<file path="config.mk">
export PLATFORM = sky130hd
export DESIGN_NAME = layer_sequencer
export DESIGN_NICKNAME = d
export VERILOG_FILES = /design/src/rtl/seq_pkg.sv /design/src/rtl/seq_watchdog.sv /design/src/rtl/layer_sequencer.sv
export SDC_FILE = /design/constraint.sdc
export NUM_CORES = 1
export LEC_CHECK = 0
export CAP_MARGIN = 10
export CORE_MARGIN = 3
export CORE_UTILIZATION = 60
export CTS_CLUSTER_DIAMETER = 50
export DETAILED_ROUTE_END_ITERATION = 6
export GPL_TIMING_DRIVEN = 0
export PLACE_DENSITY = 0.83
export SYNTH_ARGS = -nofsm -noshare
export SYNTH_HDL_FRONTEND = slang
export SYNTH_SLANG_ARGS = --single-unit
</file>
<file path="constraint.sdc">
create_clock -name clk -period 4.3 [get_ports clk]
set_input_delay 1.075 -clock clk [delete_from_list [all_inputs] [get_ports clk]]
set_output_delay 1.075 -clock clk [all_outputs]
set_load 0.01 [all_outputs]
</file>
<file path="src/rtl/seq_pkg.sv">
// Shared definitions for the layer sequencer: state encodings, index-width helper
// and default watchdog sizing.
package seq_pkg;

    typedef enum logic [3:0] {
        S_IDLE  = 4'b0001,
        S_RUN   = 4'b0010,
        S_DONE  = 4'b0100,
        S_ERROR = 4'b1000
    } state_e;

    localparam int unsigned DEFAULT_TIMEOUT_CYCLES = 1000000;
    localparam int unsigned DEFAULT_TIMEOUT_W      = 20;

    // Index width for n stages, never narrower than one bit.
    function automatic int unsigned idx_width(input int unsigned n);
        return (n > 32'd1) ? 32'($clog2(n)) : 32'd1;
    endfunction

endpackage

</file>
<file path="src/rtl/seq_watchdog.sv">
// Per-stage cycle watchdog: counts enabled cycles since the last clear and flags
// the cycle in which the count sits at TIMEOUT_CYCLES-1. Tied off when TIMEOUT_CYCLES=0.
module seq_watchdog #(
    parameter int unsigned TIMEOUT_CYCLES = 1000000,
    parameter int unsigned TIMEOUT_W      = 20
) (
    input  logic clk,
    input  logic rst_n,
    input  logic clear_i,
    input  logic en_i,
    output logic expire_o
);

    generate
        if (TIMEOUT_CYCLES == 0) begin : g_off
            assign expire_o = 1'b0;
        end else begin : g_on
            localparam logic [TIMEOUT_W-1:0] LIMIT = TIMEOUT_W'(TIMEOUT_CYCLES - 32'd1);

            logic [TIMEOUT_W-1:0] cnt_q, cnt_d;
            logic                 expire_q, expire_d;

            // Clear wins over count; flag is registered from the next count value.
            always_comb begin
                cnt_d = cnt_q;
                if (clear_i) begin
                    cnt_d = '0;
                end else if (en_i) begin
                    cnt_d = cnt_q + TIMEOUT_W'(1);
                end
                expire_d = (cnt_d == LIMIT);
            end

            always_ff @(posedge clk or negedge rst_n) begin
                if (!rst_n) begin
                    cnt_q    <= '0;
                    expire_q <= 1'b0;
                end else begin
                    cnt_q    <= cnt_d;
                    expire_q <= expire_d;
                end
            end

            assign expire_o = expire_q;
        end
    endgenerate

endmodule

</file>
<file path="src/rtl/layer_sequencer.sv">
// Sequences NUM_STAGES accelerator stages in index order with skip mask, entry pulses,
// per-stage watchdog, abort and re-run from DONE. All outputs are registered.
module layer_sequencer
    import seq_pkg::*;
#(
    parameter int unsigned NUM_STAGES     = 6,
    parameter int unsigned IDX_W          = idx_width(NUM_STAGES),
    parameter int unsigned TIMEOUT_CYCLES = DEFAULT_TIMEOUT_CYCLES,
    parameter int unsigned TIMEOUT_W      = DEFAULT_TIMEOUT_W
) (
    input  logic                  clk,
    input  logic                  rst_n,
    input  logic                  start,
    input  logic                  abort,
    input  logic [NUM_STAGES-1:0] stage_skip,
    input  logic [NUM_STAGES-1:0] stage_done,
    output logic [NUM_STAGES-1:0] stage_en,
    output logic [NUM_STAGES-1:0] stage_start,
    output logic [IDX_W-1:0]      cur_stage,
    output logic                  busy,
    output logic                  finish,
    output logic                  timeout_err,
    output logic [IDX_W-1:0]      err_stage
);

    state_e                state_q, state_d;
    logic [IDX_W-1:0]      idx_q, idx_d;
    logic [NUM_STAGES-1:0] skip_q, skip_d;
    logic [NUM_STAGES-1:0] stage_en_q, stage_en_d;
    logic [NUM_STAGES-1:0] stage_start_q, stage_start_d;
    logic                  busy_q, busy_d;
    logic                  finish_q, finish_d;
    logic                  terr_q, terr_d;
    logic [IDX_W-1:0]      err_stage_q, err_stage_d;

    logic                  wd_clear, wd_en, wd_expire;
    logic [IDX_W:0]        first_c, next_c;

    // Lowest available stage at or above lo; MSB of the result is the found flag.
    function automatic logic [IDX_W:0] find_stage(input logic [NUM_STAGES-1:0] avail,
                                                  input int unsigned           lo);
        logic [IDX_W:0] r;
        r = '0;
        for (int unsigned i = 0; i < NUM_STAGES; i++) begin
            if (avail[i] && (i >= lo) && !r[IDX_W]) begin
                r = {1'b1, IDX_W'(i)};
            end
        end
        return r;
    endfunction

    seq_watchdog #(
        .TIMEOUT_CYCLES(TIMEOUT_CYCLES),
        .TIMEOUT_W     (TIMEOUT_W)
    ) u_watchdog (
        .clk     (clk),
        .rst_n   (rst_n),
        .clear_i (wd_clear),
        .en_i    (wd_en),
        .expire_o(wd_expire)
    );

    // Next-state and next-output logic; abort overrides everything.
    always_comb begin
        state_d       = state_q;
        idx_d         = idx_q;
        skip_d        = skip_q;
        err_stage_d   = '0;
        wd_clear      = 1'b0;
        wd_en         = 1'b0;
        stage_en_d    = '0;
        stage_start_d = '0;
        busy_d        = 1'b0;
        finish_d      = 1'b0;
        terr_d        = 1'b0;
        first_c       = find_stage(~stage_skip, 32'd0);
        next_c        = find_stage(~skip_q, 32'(idx_q) + 32'd1);

        case (state_q)
            S_IDLE, S_DONE: begin
                if (start) begin
                    skip_d = stage_skip;
                    if (first_c[IDX_W]) begin
                        state_d  = S_RUN;
                        idx_d    = first_c[IDX_W-1:0];
                        wd_clear = 1'b1;
                    end else begin
                        state_d = S_DONE;
                        idx_d   = '0;
                    end
                end
            end
            S_RUN: begin
                wd_en = 1'b1;
                if (stage_done[idx_q]) begin
                    if (next_c[IDX_W]) begin
                        idx_d    = next_c[IDX_W-1:0];
                        wd_clear = 1'b1;
                    end else begin
                        state_d = S_DONE;
                        idx_d   = '0;
                    end
                end else if (wd_expire) begin
                    state_d     = S_ERROR;
                    idx_d       = '0;
                    err_stage_d = idx_q;
                end
            end
            S_ERROR: begin
                err_stage_d = err_stage_q;
            end
            default: begin
                state_d = S_IDLE;
                idx_d   = '0;
            end
        endcase

        if (abort) begin
            state_d     = S_IDLE;
            idx_d       = '0;
            err_stage_d = '0;
            wd_clear    = 1'b0;
        end

        case (state_d)
            S_RUN: begin
                stage_en_d    = NUM_STAGES'(1) << idx_d;
                stage_start_d = wd_clear ? stage_en_d : '0;
                busy_d        = 1'b1;
            end
            S_DONE:  finish_d = 1'b1;
            S_ERROR: terr_d   = 1'b1;
            default: ;
        endcase
    end

    always_ff @(posedge clk or negedge rst_n) begin
        if (!rst_n) begin
            state_q       <= S_IDLE;
            idx_q         <= '0;
            skip_q        <= '0;
            stage_en_q    <= '0;
            stage_start_q <= '0;
            busy_q        <= 1'b0;
            finish_q      <= 1'b0;
            terr_q        <= 1'b0;
            err_stage_q   <= '0;
        end else begin
            state_q       <= state_d;
            idx_q         <= idx_d;
            skip_q        <= skip_d;
            stage_en_q    <= stage_en_d;
            stage_start_q <= stage_start_d;
            busy_q        <= busy_d;
            finish_q      <= finish_d;
            terr_q        <= terr_d;
            err_stage_q   <= err_stage_d;
        end
    end

    assign stage_en    = stage_en_q;
    assign stage_start = stage_start_q;
    assign cur_stage   = idx_q;
    assign busy        = busy_q;
    assign finish      = finish_q;
    assign timeout_err = terr_q;
    assign err_stage   = err_stage_q;

endmodule

</file>
==> metrics, run 1 <==
CTS buffer count 5; FF-to-FF End stage_start[1]; Antenna Cells 0; Worst Max-Slew Pin Slew 607 ps; number of remaining DRC errors 0; setup TNS 0 ps; Worst Path Class, Setup in -> reg; largest stage delay on the critical path 600 ps; core area 4790 um2; worst flop-to-flop path startpoint cur_stage[0]; Std-Cell Rows 25; drt wl/cell 16.3 um; Port Buffers 36; Finished Cell Area 3580 um2; Synth Warn # 0; Worst Hold Class reg -> reg; post-synth top area share 42.4%; gpl congestion 0.922; final core utilization 74.8%; first-pass GRT wire length 12.0 mm; synthesized area 3010 um2; Nets 379; Syn Area/Cell 9.52 um2; # fillers 364; 1st-iter DRT viols 181; Post-CTS Setup Bufs 0; crit-path leading delay family compound AO/OA/AOI/OAI gates; hold_sp err_stage[0]; clk_skew 6.64 ps; Global Route Usage Sum 25.1%; Die Height 76.8 um; CTS Hold Bufs 0; hold slack 498 ps; Hold Vio Cnt, Final 0; Crit Path Max Fanout 5; I/O pin cnt 37; outcome finished, final reports clean; CP max-delay cell a2111oi_1; Post-synth EDFFs 0; MaxCap Viol Count 0; post-route clock period utilization 76.1%; Worst setup EP type flip-flop; worst reg-to-reg path cell count 7; layout cells sized above 1 10.2%; crit path cell chain clkdlybuf4s50_1, mux2i_1, or3_1, a21o_1, a2111oi_1, o211ai_1, nor4_1; pin count of the biggest net entering global routing 34; Critical Path Source Type input pin; H-tree levels 2; Placement Setup Slack 818 ps; Synth top cells by count 51 x dfrtp_1, 37 x nor2_1, 23 x nand2_1; unique cell type count in the Yosys netlist 66; Antenna Nets Post-Route 0; Vias/cell 6.00; CTS root buffer clkbuf_8; drt total wl 6.97 mm; CTS resizes 0; Synth Flop Type dfrtp_1; Layout area overhead 19.1%; Net Count, Synth 335; synth top area cells dfrtp_1 42%, nor2_1 4.6%, xnor2_1 3.2%, xor2_1 2.9%, nand2_1 2.9%; WP buf/inv 1; Hold Path Depth 1; pins over their slew limit 0; Sink Count 52; Die W 76.8 um; Clk pin slew, worst setup/hold paths 100 ps; dominant cell type by area after synthesis dfrtp_1; First-pass DRT Iterations 4; Worst IR Drop VDD 0.231 mV; via count of the routed design 2567; sequential fraction of the synthesis area 43.3%; Synth async-reset ratio 100%; total grt overflow 0; cell count after synthesis 316; unrepaired setup endpoints after global routing false; PD cells 306 nW/um2; WP data arrival 3450 ps; clk buf depth 2; worst skew pair latency 310 ps; CTS tree yes; Critical Path RT 4480 ps; fmax 0.306 GHz; starting density of the core 62.8%; R2R setup slack 1400 ps; #FFs+latches synth 52; Rel. slew slack 59.4%; initial antenna violation count 0; die area 5900 um2; worst hold endpoint err_stage[0]; P_leak 0.00149 uW; CP Depth 7; post-detail-place hpwl 5.09 mm; Final min period 3270 ps; final setup margin 1030 ps; most common cell in the netlist dfrtp_1; Area after DPL 3470 um2; Final Setup Violations 0; via count of the first global-routing pass 2487
## layout make-up
class,instances,area [um2],area share [%]
Multi-Input combinational cell,239,1600,44.6
Sequential cell,52,1300,36.4
Timing Repair Buffer,37,375,10.5
Tap cell,67,83.8,2.34
Clock buffer,5,68.8,1.92
Buffer,15,68.8,1.92
Clock inverter,3,46.3,1.29
Inverter,10,37.5,1.05
## power by group
| group | total (uW) | internal [uW] | switching, uW |
|---|---|---|---|
| clock | 346 | 177 | 169 |
| sequential | 544 | 517 | 26.8 |
| combinational | 205 | 87.2 | 117 |
## logic make-up (layout without fill, tap and decap cells)
| kind of cell | after synthesis | count (layout) | synth area share [%] |
|---|---|---|---|
| buffers and inverters | 25 | 70 | 3.54 |
| AND/OR/NAND/NOR | 134 | 134 | 25.3 |
| multiplexers | 9 | 9 | 3.20 |
| flip-flops | 52 | 52 | 43.3 |
| XOR/XNOR | 21 | 21 | 6.11 |
| adder cells (fa/ha/maj) | 3 | 3 | 1.25 |
| AO/OA/AOI/OAI | 72 | 72 | 17.3 |
## how the worst max path moves through the flow
stage / endpoint / start
4_1_cts: stage_start[1] / stage_done[1]
3_5_place_dp: stage_start[1] / stage_done[1]
6_report: stage_start[1] / stage_done[1]
2_1_floorplan: stage_start[0] / stage_done[1]
5_1_grt: stage_start[1] / stage_done[1]
3_3_place_gp: u_watchdog.g_on.cnt_q[8] / rst_n
## per-stage QoR
| stage | std cells | power, uW |
|---|---|---|
| after detailed placement | 420 | 753 |
| after global routing | 428 | 1150 |
| after global placement | 419 | 744 |
| after floorplan | 316 | 679 |
| after CTS | 428 | 1100 |
| final | 428 | 1090 |
## flip-flops by register name, indices dropped and copies added (netlist names)
register and count:
u_watchdog.g_on.cnt_q 20, skip_q 6, cur_stage 3, busy 1
err_stage 3, u_watchdog.expire_o 1, timeout_err 1, state_q 4
finish 1, stage_en 6, stage_start 6
## routing by layer
| layer | share of wire [%] | track usage [%] | up-vias |
|---|---|---|---|
| li1 | - | - | 1246 |
| met1 | 49 | 36.3 | 1236 |
| met2 | 44 | 36.5 | 74 |
| met3 | 5.8 | 5.99 | 11 |
| met4 | 1.3 | 9.24 | 0 |
| met5 | 0 | 0 | - |
## worst register-to-register path, stage by stage, from the launching register on
cell and delay (ps):
dfrtp_1 420, ha_1 290, nor3b_1 170, a211oi_1 410, a21oi_1 200, a2111oi_1 660, o211ai_1 280, nor4_1 340
## cells in the final DEF (no fill, tap or decap), types with 3 or more instances in the layout
| cell | netlist | final |
|---|---|---|
| nand3_1 | 11 | 11 |
| a21oi_1 | 15 | 15 |
| dfrtp_1 | 51 | 51 |
| nor4_4 | 3 | 3 |
| xnor2_1 | 11 | 11 |
| inv_1 | 9 | 9 |
| clkdlybuf4s50_1 | 0 | 35 |
| nand2b_1 | 6 | 6 |
| o211ai_1 | 5 | 5 |
| nand4_1 | 10 | 10 |
| nor2_1 | 37 | 37 |
| nor4_1 | 7 | 7 |
| ha_1 | 3 | 3 |
| mux2i_1 | 4 | 4 |
| and2_1 | 4 | 4 |
| xor2_1 | 10 | 10 |
| mux2_2 | 5 | 5 |
| clkbuf_8 | 0 | 5 |
| o21ai_0 | 12 | 12 |
| buf_2 | 7 | 8 |
| clkbuf_1 | 7 | 7 |
| nand2_1 | 23 | 23 |
| a31oi_1 | 4 | 4 |
| nor3_1 | 10 | 10 |
| nor3b_1 | 5 | 5 |
Note: power is estimated with default switching activity, not from simulation.
==> run 2, diff against run 1 <==
- CORE_UTILIZATION: 60 -> 56
- PLACE_DENSITY: 0.83 -> 0.78
- clock period: 4.3 -> 3.05 ns (I/O delays scaled with it)
==> run 2 against run 1 <==
Effect of this change:
- combinational power up 40%
- global-route usage down 2.1 points
- cell count up 0.70%
- critical path type unchanged
==> metrics, run 2 (synthesized netlist as in run 1, its figures left out) <==
Rel. slew slack 63.0% (was 59.4%); drt total wl 6.72 mm (was 6.97 mm); P_sw 457 uW (was 313 uW); first-pass GRT wire length 11.5 mm (was 12.0 mm); most frequent cells in the layout 51 x dfrtp_1, 37 x nor2_1, 35 x clkdlybuf4s50_1 (unchanged); H-tree levels 2 (unchanged); Critical Path Source Type input pin (unchanged); Antenna Cells 0 (unchanged); Flop pwr share 51.6% (was 49.7%); CTS Hold Bufs 0 (unchanged); pins over their slew limit 0 (unchanged); layout cells sized above 1 10.2% (unchanged); Sw Share 30.8% (was 28.6%); largest register by flop count u_watchdog.g_on.cnt_q (unchanged); # fillers 430 (was 364); gpl congestion 0.859 (was 0.922); CTS tree yes (unchanged); Worst Max-Slew Pin Slew 551 ps (was 607 ps); Layout area overhead 18.6% (was 19.1%); setup TNS 0 ps (unchanged); P_leak 0.00148 uW (was 0.00149 uW); 1st-iter DRT viols 157 (was 181); worst flop-to-flop path startpoint state_q[0] (was cur_stage[0]); CTS buffer count 5 (unchanged); Hold Vio Cnt, Final 0 (unchanged); core area 5140 um2 (was 4790 um2); PD cells 416 nW/um2 (was 306 nW/um2); I/O pin cnt 37 (unchanged); Clk pin slew, worst setup/hold paths 110 ps (was 100 ps); CTS root buffer clkbuf_8 (unchanged); Clk pwr share 29.0% (was 31.6%); combinational share of power 19.4% (was 18.7%); Std-Cell Rows 26 (was 25); clk buf depth 2 (unchanged); Worst setup EP type flip-flop (unchanged); largest stage delay on the critical path 550 ps (was 600 ps); post-detail-place hpwl 4.93 mm (was 5.09 mm); via count of the first global-routing pass 2425 (was 2487); Critical Path RT 3240 ps (was 4480 ps); crit path cell chain clkdlybuf4s50_1, nor4b_1, buf_2, and2_1, o21ba_2, clkbuf_1, nor2_1 (was clkdlybuf4s50_1, mux2i_1, or3_1, a21o_1, a2111oi_1, o211ai_1, nor4_1); max reg flops 20 (unchanged); Antenna Nets Post-Route 0 (unchanged); commonest non-fill, non-tap cell in the layout dfrtp_1 (unchanged); Post-CTS Setup Bufs 0 (unchanged); via count of the routed design 2570 (was 2567); CP max-delay cell clkdlybuf4s50_1 (was a2111oi_1); Nets 379 (unchanged); worst reg-to-reg path cell count 8 (was 7); Die W 79.3 um (was 76.8 um); WP data arrival 3060 ps (was 3450 ps); Worst Hold Class in -> async (was reg -> reg); post-route clock period utilization 94.0%; Final Setup Violations 0 (unchanged); Final Non-Filler Cells 431 (was 428); Vias/cell 5.96 (was 6.00); Global Route Usage Sum 22.9% (was 25.1%); Sink Count 52 (unchanged); Port Buffers 36 (unchanged); Worst IR Drop VDD 0.346 mV (was 0.231 mV); Die Height 79.3 um (was 76.8 um); unrepaired setup endpoints after global routing false (unchanged); placed insts 423 (was 420); FF/Latch Area 1300 um2 (unchanged); Internal 1030 uW (was 781 uW); Crit Path Max Fanout 10 (was 5); CTS resizes 0 (unchanged); die area 6290 um2 (was 5900 um2); worst skew pair latency 310 ps (about the same); total grt overflow 0 (unchanged); outcome finished, final reports clean (unchanged); MaxCap Viol Count 0 (unchanged); fmax 0.349 GHz; drt wl/cell 15.6 um (was 16.3 um); FF-to-FF End u_watchdog.g_on.cnt_q[14] (was stage_start[1]); clk_skew 13.1 ps (was 6.64 ps); R2R setup slack 280 ps (was 1400 ps); Final min period 2870 ps; Finished Cell Area 3570 um2 (was 3580 um2); starting density of the core 58.5% (was 62.8%); pin count of the biggest net entering global routing 39 (was 34); Worst Path Class, Setup in -> reg (unchanged); initial antenna violation count 0 (unchanged); multi-input logic area 1600 um2 (unchanged); First-pass DRT Iterations 4 (unchanged); final core utilization 69.4% (was 74.8%); Area after DPL 3470 um2 (about the same); number of remaining DRC errors 0 (unchanged)
-- run 2: cell types whose count changed in the layout (fill, tap and decap cells not counted), sizes merged --
cell,before,now
inv,10,12
clkinv,2,1
bufinv,1,0
-- run 2: layout make-up --
class,instances,share of cell area [%]
multi-input cells,239,44.8
flip-flops and latches,52,36.5
repair buffers,37,10.5
well taps,70,2.45
clock buffers,5,1.93
plain buffers,15,1.93
inverters,10,1.05
clock inverters,3,0.806
-- run 2: worst max-delay path, delay by kind of cell --
family / cells / cell delay, ps
AO/OA/AOI/OAI: 1 / 200
buffers and inverters: 3 / 1270
AND/OR/NAND/NOR: 3 / 830
-- run 2: worst max path at each step --
stage                             start                         to  slack, ps
final                             start  u_watchdog.g_on.cnt_q[14]        180
after global routing              start  u_watchdog.g_on.cnt_q[19]         40
after detailed placement          start  u_watchdog.g_on.cnt_q[14]       -130
after CTS                         start  u_watchdog.g_on.cnt_q[14]        200
after global placement            rst_n                       busy       -340
after floorplan           stage_done[1]             stage_start[0]        720
-- run 2: per-stage QoR --
stage	setup WS [ps]	power [uW]	hold WS, ps
2_1_floorplan	722	957	467
3_3_place_gp	-336	1050	484
3_5_place_dp	-126	1060	493
4_1_cts	205	1490	361
5_1_grt	35.9	1560	369
6_report	182	1480	363
-- run 2: power groups by stage --
| stage | clock network [uW] | logic [uW] | registers (uW) |
|---|---|---|---|
| floorplan | 0 | 186 | 771 |
| global placement | 0 | 275 | 776 |
| detailed placement | 0 | 284 | 778 |
| CTS | 439 | 285 | 765 |
| global route | 469 | 318 | 771 |
| finish | 431 | 287 | 766 |
-- run 2: metal layers --
metal / track usage [%] / up-vias / wire [um]
met5: 0 / - / 0
met4: 5.50 / 0 / 55
met3: 4.42 / 6 / 353
met2: 35.5 / 80 / 3040
met1: 33.3 / 1234 / 3270
li1: - / 1250 / -
==> run 3, diff against run 2 <==
- CAP_MARGIN: 10 -> not set
==> results of run 3 <==
The final DEF is identical to that of run 2; final timing and power are the same.
